$ cat config.mk
export PLATFORM = sky130hd
export DESIGN_NAME = storage_read_client_flat
export DESIGN_NICKNAME = d
export VERILOG_FILES = /design/src/rtl/storage_pkg.sv /design/src/rtl/storage_read_client_if.sv /design/src/rtl/resp_fifo.sv /design/src/rtl/storage_read_client.sv /design/src/flat_wrapper.sv
export SDC_FILE = /design/constraint.sdc
export NUM_CORES = 1
export LEC_CHECK = 0
export CORE_ASPECT_RATIO = 0.5
export CORE_UTILIZATION = 49
export CTS_CLUSTER_DIAMETER = 50
export DETAILED_ROUTE_END_ITERATION = 10
export HOLD_SLACK_MARGIN = 0.03
export PLACE_DENSITY = 0.89
export SKIP_CTS_REPAIR_TIMING = 1
export SYNTH_ARGS = -nofsm -noshare
export SYNTH_HDL_FRONTEND = slang
export SYNTH_SLANG_ARGS = --single-unit
$ cat constraint.sdc
create_clock -name clk -period 2.9 [get_ports clk]
set_clock_uncertainty 0.05 [all_clocks]
set_input_delay 0.58 -clock clk [delete_from_list [all_inputs] [get_ports clk]]
set_output_delay 0.58 -clock clk [all_outputs]
set_load 0.005 [all_outputs]
$ cat src/rtl/storage_pkg.sv
// Shared types and defaults for the storage read client slice.
package storage_pkg;

  localparam int unsigned DEF_READ_ADDR_SIZE = 28;
  localparam int unsigned DEF_ROW_WIDTH      = 32;

  typedef enum logic {
    ST_IDLE = 1'b0,
    ST_WAIT = 1'b1
  } state_t;

  typedef struct packed {
    logic [DEF_READ_ADDR_SIZE-1:0] addr;
    logic [DEF_ROW_WIDTH-1:0]      data;
  } resp_entry_t;

endpackage

$ cat src/rtl/storage_read_client_if.sv
// Request, storage-lane and response signals of one storage read client.
interface storage_read_client_if #(
  parameter int unsigned READ_ADDR_SIZE = 28,
  parameter int unsigned ROW_WIDTH      = 32,
  parameter int unsigned STALL_CNT_W    = 16
);

  logic                      startSig;
  logic [READ_ADDR_SIZE-1:0] reqAddr;
  logic                      reqValid;
  logic                      reqReady;
  logic [READ_ADDR_SIZE-1:0] readAddr;
  logic                      readEn;
  logic                      readfin;
  logic [ROW_WIDTH-1:0]      poolReadData;
  logic [ROW_WIDTH-1:0]      respData;
  logic [READ_ADDR_SIZE-1:0] respAddr;
  logic                      respValid;
  logic                      respReady;
  logic                      busy;
  logic [STALL_CNT_W-1:0]    stallCnt;

  // Client side: takes requests, drives the storage lane, returns responses.
  modport slave (
    input  startSig, reqAddr, reqValid, readfin, poolReadData, respReady,
    output reqReady, readAddr, readEn, respData, respAddr, respValid, busy, stallCnt
  );

  // Environment side: pipeline stage plus storage block.
  modport master (
    output startSig, reqAddr, reqValid, readfin, poolReadData, respReady,
    input  reqReady, readAddr, readEn, respData, respAddr, respValid, busy, stallCnt
  );

endinterface

$ cat src/rtl/resp_fifo.sv
// Synchronous response FIFO; simultaneous push and pop allowed when full.
module resp_fifo #(
  parameter  int unsigned WIDTH = 60,
  parameter  int unsigned DEPTH = 2,
  localparam int unsigned PW    = $clog2(DEPTH),
  localparam int unsigned CW    = PW + 1
) (
  input  logic             clk,
  input  logic             rst,
  input  logic             push,
  input  logic             pop,
  input  logic [WIDTH-1:0] din,
  output logic [WIDTH-1:0] dout,
  output logic [CW-1:0]    count,
  output logic             full,
  output logic             empty
);

  logic [WIDTH-1:0] mem_q [DEPTH];
  logic [WIDTH-1:0] mem_d [DEPTH];
  logic [PW-1:0]    wr_q, wr_d, rd_q, rd_d;
  logic [CW-1:0]    cnt_q, cnt_d;
  logic             do_push, do_pop;

  // Pointer, count and storage next-state; pop on empty is dropped.
  always_comb begin
    empty   = (cnt_q == '0);
    full    = (cnt_q == CW'(DEPTH));
    do_pop  = pop & ~empty;
    do_push = push & (~full | do_pop);
    mem_d   = mem_q;
    wr_d    = wr_q;
    rd_d    = rd_q;
    cnt_d   = cnt_q;
    if (do_push) begin
      mem_d[wr_q] = din;
      wr_d        = wr_q + PW'(1);
    end
    if (do_pop) begin
      rd_d = rd_q + PW'(1);
    end
    case ({do_push, do_pop})
      2'b10:   cnt_d = cnt_q + CW'(1);
      2'b01:   cnt_d = cnt_q - CW'(1);
      default: cnt_d = cnt_q;
    endcase
  end

  // FIFO state registers.
  always_ff @(posedge clk) begin
    if (!rst) begin
      mem_q <= '{default: '0};
      wr_q  <= '0;
      rd_q  <= '0;
      cnt_q <= '0;
    end else begin
      mem_q <= mem_d;
      wr_q  <= wr_d;
      rd_q  <= rd_d;
      cnt_q <= cnt_d;
    end
  end

  // Head entry and occupancy.
  always_comb begin
    dout  = mem_q[rd_q];
    count = cnt_q;
  end

endmodule

$ cat src/rtl/storage_read_client.sv
// Requester port for one reader lane of the shared multi-reader storage.
module storage_read_client
  import storage_pkg::*;
#(
  parameter int unsigned READ_ADDR_SIZE = DEF_READ_ADDR_SIZE,
  parameter int unsigned ROW_WIDTH      = DEF_ROW_WIDTH,
  parameter int unsigned FIFO_DEPTH     = 2,
  parameter int unsigned STALL_CNT_W    = 16
) (
  input logic                  clk,
  input logic                  rst,
  storage_read_client_if.slave bus
);

  localparam int unsigned EW = READ_ADDR_SIZE + ROW_WIDTH;
  localparam int unsigned CW = $clog2(FIFO_DEPTH) + 1;
  localparam logic [CW-1:0] DEPTH_C = CW'(FIFO_DEPTH);

  state_t                    state_q, state_d;
  logic [READ_ADDR_SIZE-1:0] addr_q, addr_d;
  logic [STALL_CNT_W-1:0]    stall_q, stall_d;
  logic                      pending, accept, grant;
  logic                      fifo_pop, fifo_full, fifo_empty;
  logic [CW-1:0]             fifo_count, occ;
  logic [EW-1:0]             fifo_dout;

  // Handshake: the pending slot counts against FIFO space so a granted
  // read always has somewhere to land.
  always_comb begin
    pending      = (state_q == ST_WAIT);
    grant        = pending & bus.readfin;
    fifo_pop     = ~fifo_empty & bus.respReady;
    occ          = fifo_count + CW'(pending);
    bus.reqReady = rst & bus.startSig & (~pending | bus.readfin)
                 & ((occ < DEPTH_C) | fifo_pop);
    accept       = bus.reqValid & bus.reqReady;
  end

  // State register.
  always_ff @(posedge clk) begin
    if (!rst) state_q <= ST_IDLE;
    else      state_q <= state_d;
  end

  // Next state and captured address.
  always_comb begin
    state_d = state_q;
    addr_d  = addr_q;
    unique case (state_q)
      ST_IDLE: begin
        if (accept) begin
          state_d = ST_WAIT;
          addr_d  = bus.reqAddr;
        end
      end
      ST_WAIT: begin
        if (bus.readfin) begin
          if (accept) addr_d  = bus.reqAddr;
          else        state_d = ST_IDLE;
        end
      end
      default: state_d = ST_IDLE;
    endcase
  end

  // Storage lane outputs come straight from registers.
  always_comb begin
    bus.readEn   = pending;
    bus.readAddr = addr_q;
  end

  // Saturating count of lost arbitration cycles.
  always_comb begin
    stall_d = stall_q;
    if (pending && !bus.readfin && (stall_q != '1)) stall_d = stall_q + STALL_CNT_W'(1);
  end

  // Address and stall counter registers.
  always_ff @(posedge clk) begin
    if (!rst) begin
      addr_q  <= '0;
      stall_q <= '0;
    end else begin
      addr_q  <= addr_d;
      stall_q <= stall_d;
    end
  end

  resp_fifo #(
    .WIDTH (EW),
    .DEPTH (FIFO_DEPTH)
  ) u_resp_fifo (
    .clk   (clk),
    .rst   (rst),
    .push  (grant),
    .pop   (fifo_pop),
    .din   ({addr_q, bus.poolReadData}),
    .dout  (fifo_dout),
    .count (fifo_count),
    .full  (fifo_full),
    .empty (fifo_empty)
  );

  // Response side driven from the FIFO head.
  always_comb begin
    bus.respValid = ~fifo_empty;
    bus.respAddr  = fifo_dout[EW-1:ROW_WIDTH];
    bus.respData  = fifo_dout[ROW_WIDTH-1:0];
    bus.busy      = pending | ~fifo_empty;
    bus.stallCnt  = stall_q;
  end

  a_no_overflow: assert property (@(posedge clk) disable iff (!rst)
    (grant && fifo_full) |-> fifo_pop);

endmodule

$ cat src/flat_wrapper.sv
// flat-port wrapper written by rule: the top's interface ports become plain ports
module storage_read_client_flat import storage_pkg::*;
#(
  parameter int unsigned READ_ADDR_SIZE = DEF_READ_ADDR_SIZE,
  parameter int unsigned ROW_WIDTH      = DEF_ROW_WIDTH,
  parameter int unsigned FIFO_DEPTH     = 2,
  parameter int unsigned STALL_CNT_W    = 16
)
  (clk, rst, bus_startSig, bus_reqAddr, bus_reqValid, bus_readfin, bus_poolReadData, bus_respReady, bus_reqReady, bus_readAddr, bus_readEn, bus_respData, bus_respAddr, bus_respValid, bus_busy, bus_stallCnt);
  storage_read_client_if #(.READ_ADDR_SIZE(READ_ADDR_SIZE), .ROW_WIDTH(ROW_WIDTH), .STALL_CNT_W(STALL_CNT_W)) bus_i ();
  input logic clk;
  input logic rst;
  input wire logic [$bits(bus_i.startSig)-1:0] bus_startSig;
  input wire logic [$bits(bus_i.reqAddr)-1:0] bus_reqAddr;
  input wire logic [$bits(bus_i.reqValid)-1:0] bus_reqValid;
  input wire logic [$bits(bus_i.readfin)-1:0] bus_readfin;
  input wire logic [$bits(bus_i.poolReadData)-1:0] bus_poolReadData;
  input wire logic [$bits(bus_i.respReady)-1:0] bus_respReady;
  output wire logic [$bits(bus_i.reqReady)-1:0] bus_reqReady;
  output wire logic [$bits(bus_i.readAddr)-1:0] bus_readAddr;
  output wire logic [$bits(bus_i.readEn)-1:0] bus_readEn;
  output wire logic [$bits(bus_i.respData)-1:0] bus_respData;
  output wire logic [$bits(bus_i.respAddr)-1:0] bus_respAddr;
  output wire logic [$bits(bus_i.respValid)-1:0] bus_respValid;
  output wire logic [$bits(bus_i.busy)-1:0] bus_busy;
  output wire logic [$bits(bus_i.stallCnt)-1:0] bus_stallCnt;
  assign bus_i.startSig = bus_startSig;
  assign bus_i.reqAddr = bus_reqAddr;
  assign bus_i.reqValid = bus_reqValid;
  assign bus_i.readfin = bus_readfin;
  assign bus_i.poolReadData = bus_poolReadData;
  assign bus_i.respReady = bus_respReady;
  assign bus_reqReady = bus_i.reqReady;
  assign bus_readAddr = bus_i.readAddr;
  assign bus_readEn = bus_i.readEn;
  assign bus_respData = bus_i.respData;
  assign bus_respAddr = bus_i.respAddr;
  assign bus_respValid = bus_i.respValid;
  assign bus_busy = bus_i.busy;
  assign bus_stallCnt = bus_i.stallCnt;
  storage_read_client #(.READ_ADDR_SIZE(READ_ADDR_SIZE), .ROW_WIDTH(ROW_WIDTH), .FIFO_DEPTH(FIFO_DEPTH), .STALL_CNT_W(STALL_CNT_W)) u_core (.clk(clk), .rst(rst), .bus(bus_i));
endmodule
==> impl_metrics.ini <==
[worst_setup_path]
crit_path_start_kind = input port
cp-end-kind = output pin
crit_start = bus_readfin
critPathArrivalTime_ns = 2.18
r2r-end = u_core.bus.stallCnt[10]
cp.required_ns = 2.27
r2r_cells = 5
rrSetupSlack_ns = 0.72
critPathMaxFanout = 6
timing.rr.start = u_core.bus.stallCnt[0]
path_class = in2out

[finish]
drive_gt1_frac = 0.118
diodes = 0
final_util = 0.688
fillCellCount = 1044
nets = 1061
seq_area_mm2 = 0.00338
area_growth_pct = 35.7
final_cells = 1198
fin_area_mm2 = 0.00940
multi_input_area_mm2 = 0.00328

[timing]
slew_violations = 0
clock.fmax_mhz = 356
setup_viol = 0
worst_slew_pin_slew_ns = 0.622
final_hold_viol_count = 0
slew_headroom = 0.582
tns_ns = 0
min_period_ns = 2.81
fin_crit_sh = 0.970
rsz0062_at_grt = no

[floorplanning]
die_x_um = 170
rows = 30
pin_count = 174
floorplan.initialDensity = 0.507
fp.dieH_um = 86.1
core_area_mm2 = 0.0137
fp.dieArea_mm2 = 0.0146

[min_path]
min_to = u_core.u_resp_fifo.mem_q[37]
whs_path_depth = 2
hold_class = reg2reg
worstHoldStart = u_core.u_resp_fifo.mem_q[37]

[cts]
clk_latency_ns = 0.42
cts_tree = done
clk_pin_slew_ns = 0.06
clockBufferDepth = 2
cts-buffers-inserted = 17
htreeDepth = 4
root_buffer = clkbuf_16
cts.sinks = 169

[global_route]
grt_pass1_wl_um = 30900
antenna_found_initial = 0
grt_max_degree = 112
grt_pass1_vias = 6517
grt_remaining_overflow = 0
track_usage = 0.265

[power]
power_density_mw_per_mm2 = 529
power.total_w = 0.00497
irDropWorstVdd_v = 0.000363
power_leakage_nw = 3.15

[routing]
wl_um = 19500
postRouteAntennaNets = 0
first_pass_iters = 5
vias = 6724
drtIter0Drc = 517
vias_per_cell = 5.61
wl_per_cell_um = 16.3
post-route-drc-count = 0

[run]
cap_violations = 0

[placement]
dp_cells = 1166
portBuffers = 173
place.gp.congestion = 0.839
hpwlAfterDp_um = 12400
dpl-instance-area_mm2 = 0.00882

[yosys]
synth_cell_types = 34
avgSynthCellArea_um2 = 8.12
synth.yosys.seq_area_share = 0.488
synth_edf_count = 0
async_flop_share = 0
ys.flop_type = dfxtp_1
ys_ff_latch = 169
synth_nets = 921
synthesis.area_mm2 = 0.00693
synthCells = 853
ys.warnings.count = 0

[status]
status = finished clean
registers in the layout, indices dropped and copies added (netlist names):
signal                    flops
u_core.bus.readAddr          28
u_core.bus.readEn             1
u_core.bus.stallCnt          16
u_core.u_resp_fifo.count      2
u_core.u_resp_fifo.mem_q    120
u_core.u_resp_fifo.rd_q       1
u_core.u_resp_fifo.wr_q       1
metrics by stage:
stage | worst slack [ns] | hold WS (ns)
3_3_place_gp | 0.144 | 0.387
5_1_grt | 0.0233 | 0.420
2_1_floorplan | 0.710 | 0.383
4_1_cts | 0.102 | 0.404
3_5_place_dp | 0.121 | 0.394
6_report | 0.0883 | 0.402
cell usage in the layout, fill, tap and decap left out, types with 3 or more instances in the layout:
cell	instances
o31ai_1	10
o21ai_1	10
nand4_1	31
clkdlybuf4s50_1	173
nand3_1	8
mux2_2	60
nand2_1	280
and3_1	3
nor4_1	4
mux2i_1	3
nand2b_1	4
or4_1	8
o21ai_0	21
buf_12	3
buf_4	16
inv_6	4
or3_1	7
clkinvlp_4	5
nor2_1	3
clkbuf_16	17
and2_1	3
nor3_1	3
a21oi_1	134
dfxtp_1	168
worst max-delay path: stages:
cell and delay (ns):
clkdlybuf4s50_1 0.49, nand2b_1 0.27, and3_1 0.22, and2_1 0.13, clkdlybuf4s50_1 0.49
synthesized netlist by cell type, types with 3 or more instances:
cell / instances / share of area
o21ai_0: 21 / 0.015
nand3_1: 9 / 0.0065
clkbuf_1: 69 / 0.037
mux2_2: 60 / 0.098
o21ai_1: 10 / 0.0072
nand2b_1: 4 / 0.0036
nor4_1: 4 / 0.0036
or4_1: 8 / 0.0087
mux2i_1: 3 / 0.0043
dfxtp_1: 169 / 0.49
nand4_1: 31 / 0.028
nor3_1: 4 / 0.0029
nand2_1: 280 / 0.15
and3_1: 4 / 0.0036
or3_1: 8 / 0.0072
nor2_1: 3 / 0.0016
o31ai_1: 10 / 0.011
a21oi_1: 134 / 0.097
and2_1: 3 / 0.0027
power by group:
part | internal (W) | leakage, nW | switching, W
Combinational | 0.000197 | 1.52 | 0.000168
Sequential | 0.00236 | 1.37 | 0.0000359
Clock | 0.00122 | 0.268 | 0.000992
Total | 0.00377 | 3.15 | 0.00120
worst max-delay path by stage:
stage	end	depth (start not counted)	slack (ns)
after detailed placement	bus_reqReady	5	0.12
after global placement	bus_reqReady	5	0.14
after CTS	bus_reqReady	5	0.10
final	bus_reqReady	5	0.09
after floorplan	u_core.bus.stallCnt[13]	6	0.71
after global routing	bus_reqReady	5	0.02
layer usage:
layer  routed length, µm  vias to the layer above  track usage
li1                    -                     3193            -
met1                8000                     3240        0.304
met2                9920                      239        0.474
met3                 993                       52       0.0586
met4                 611                        0        0.124
met5                   0                        -            0
cell families after synthesis:
logic type               share of synthesized area
adder cells (fa/ha/maj)                    0.00361
AND/OR/NAND/NOR                              0.227
AO/OA/AOI/OAI                                0.135
flip-flops                                   0.488
buffers and inverters                       0.0408
XOR/XNOR                                   0.00379
multiplexers                                 0.102
final cells by class:
class | instances | area share
clock buffers | 18 | 0.0467
clock inverters | 14 | 0.0145
inverters | 2 | 0.00106
multi-input cells | 611 | 0.349
flip-flops and latches | 169 | 0.360
well taps | 192 | 0.0256
repair buffers | 192 | 0.203
No activity file was read; power rests on OpenSTA's default activity.
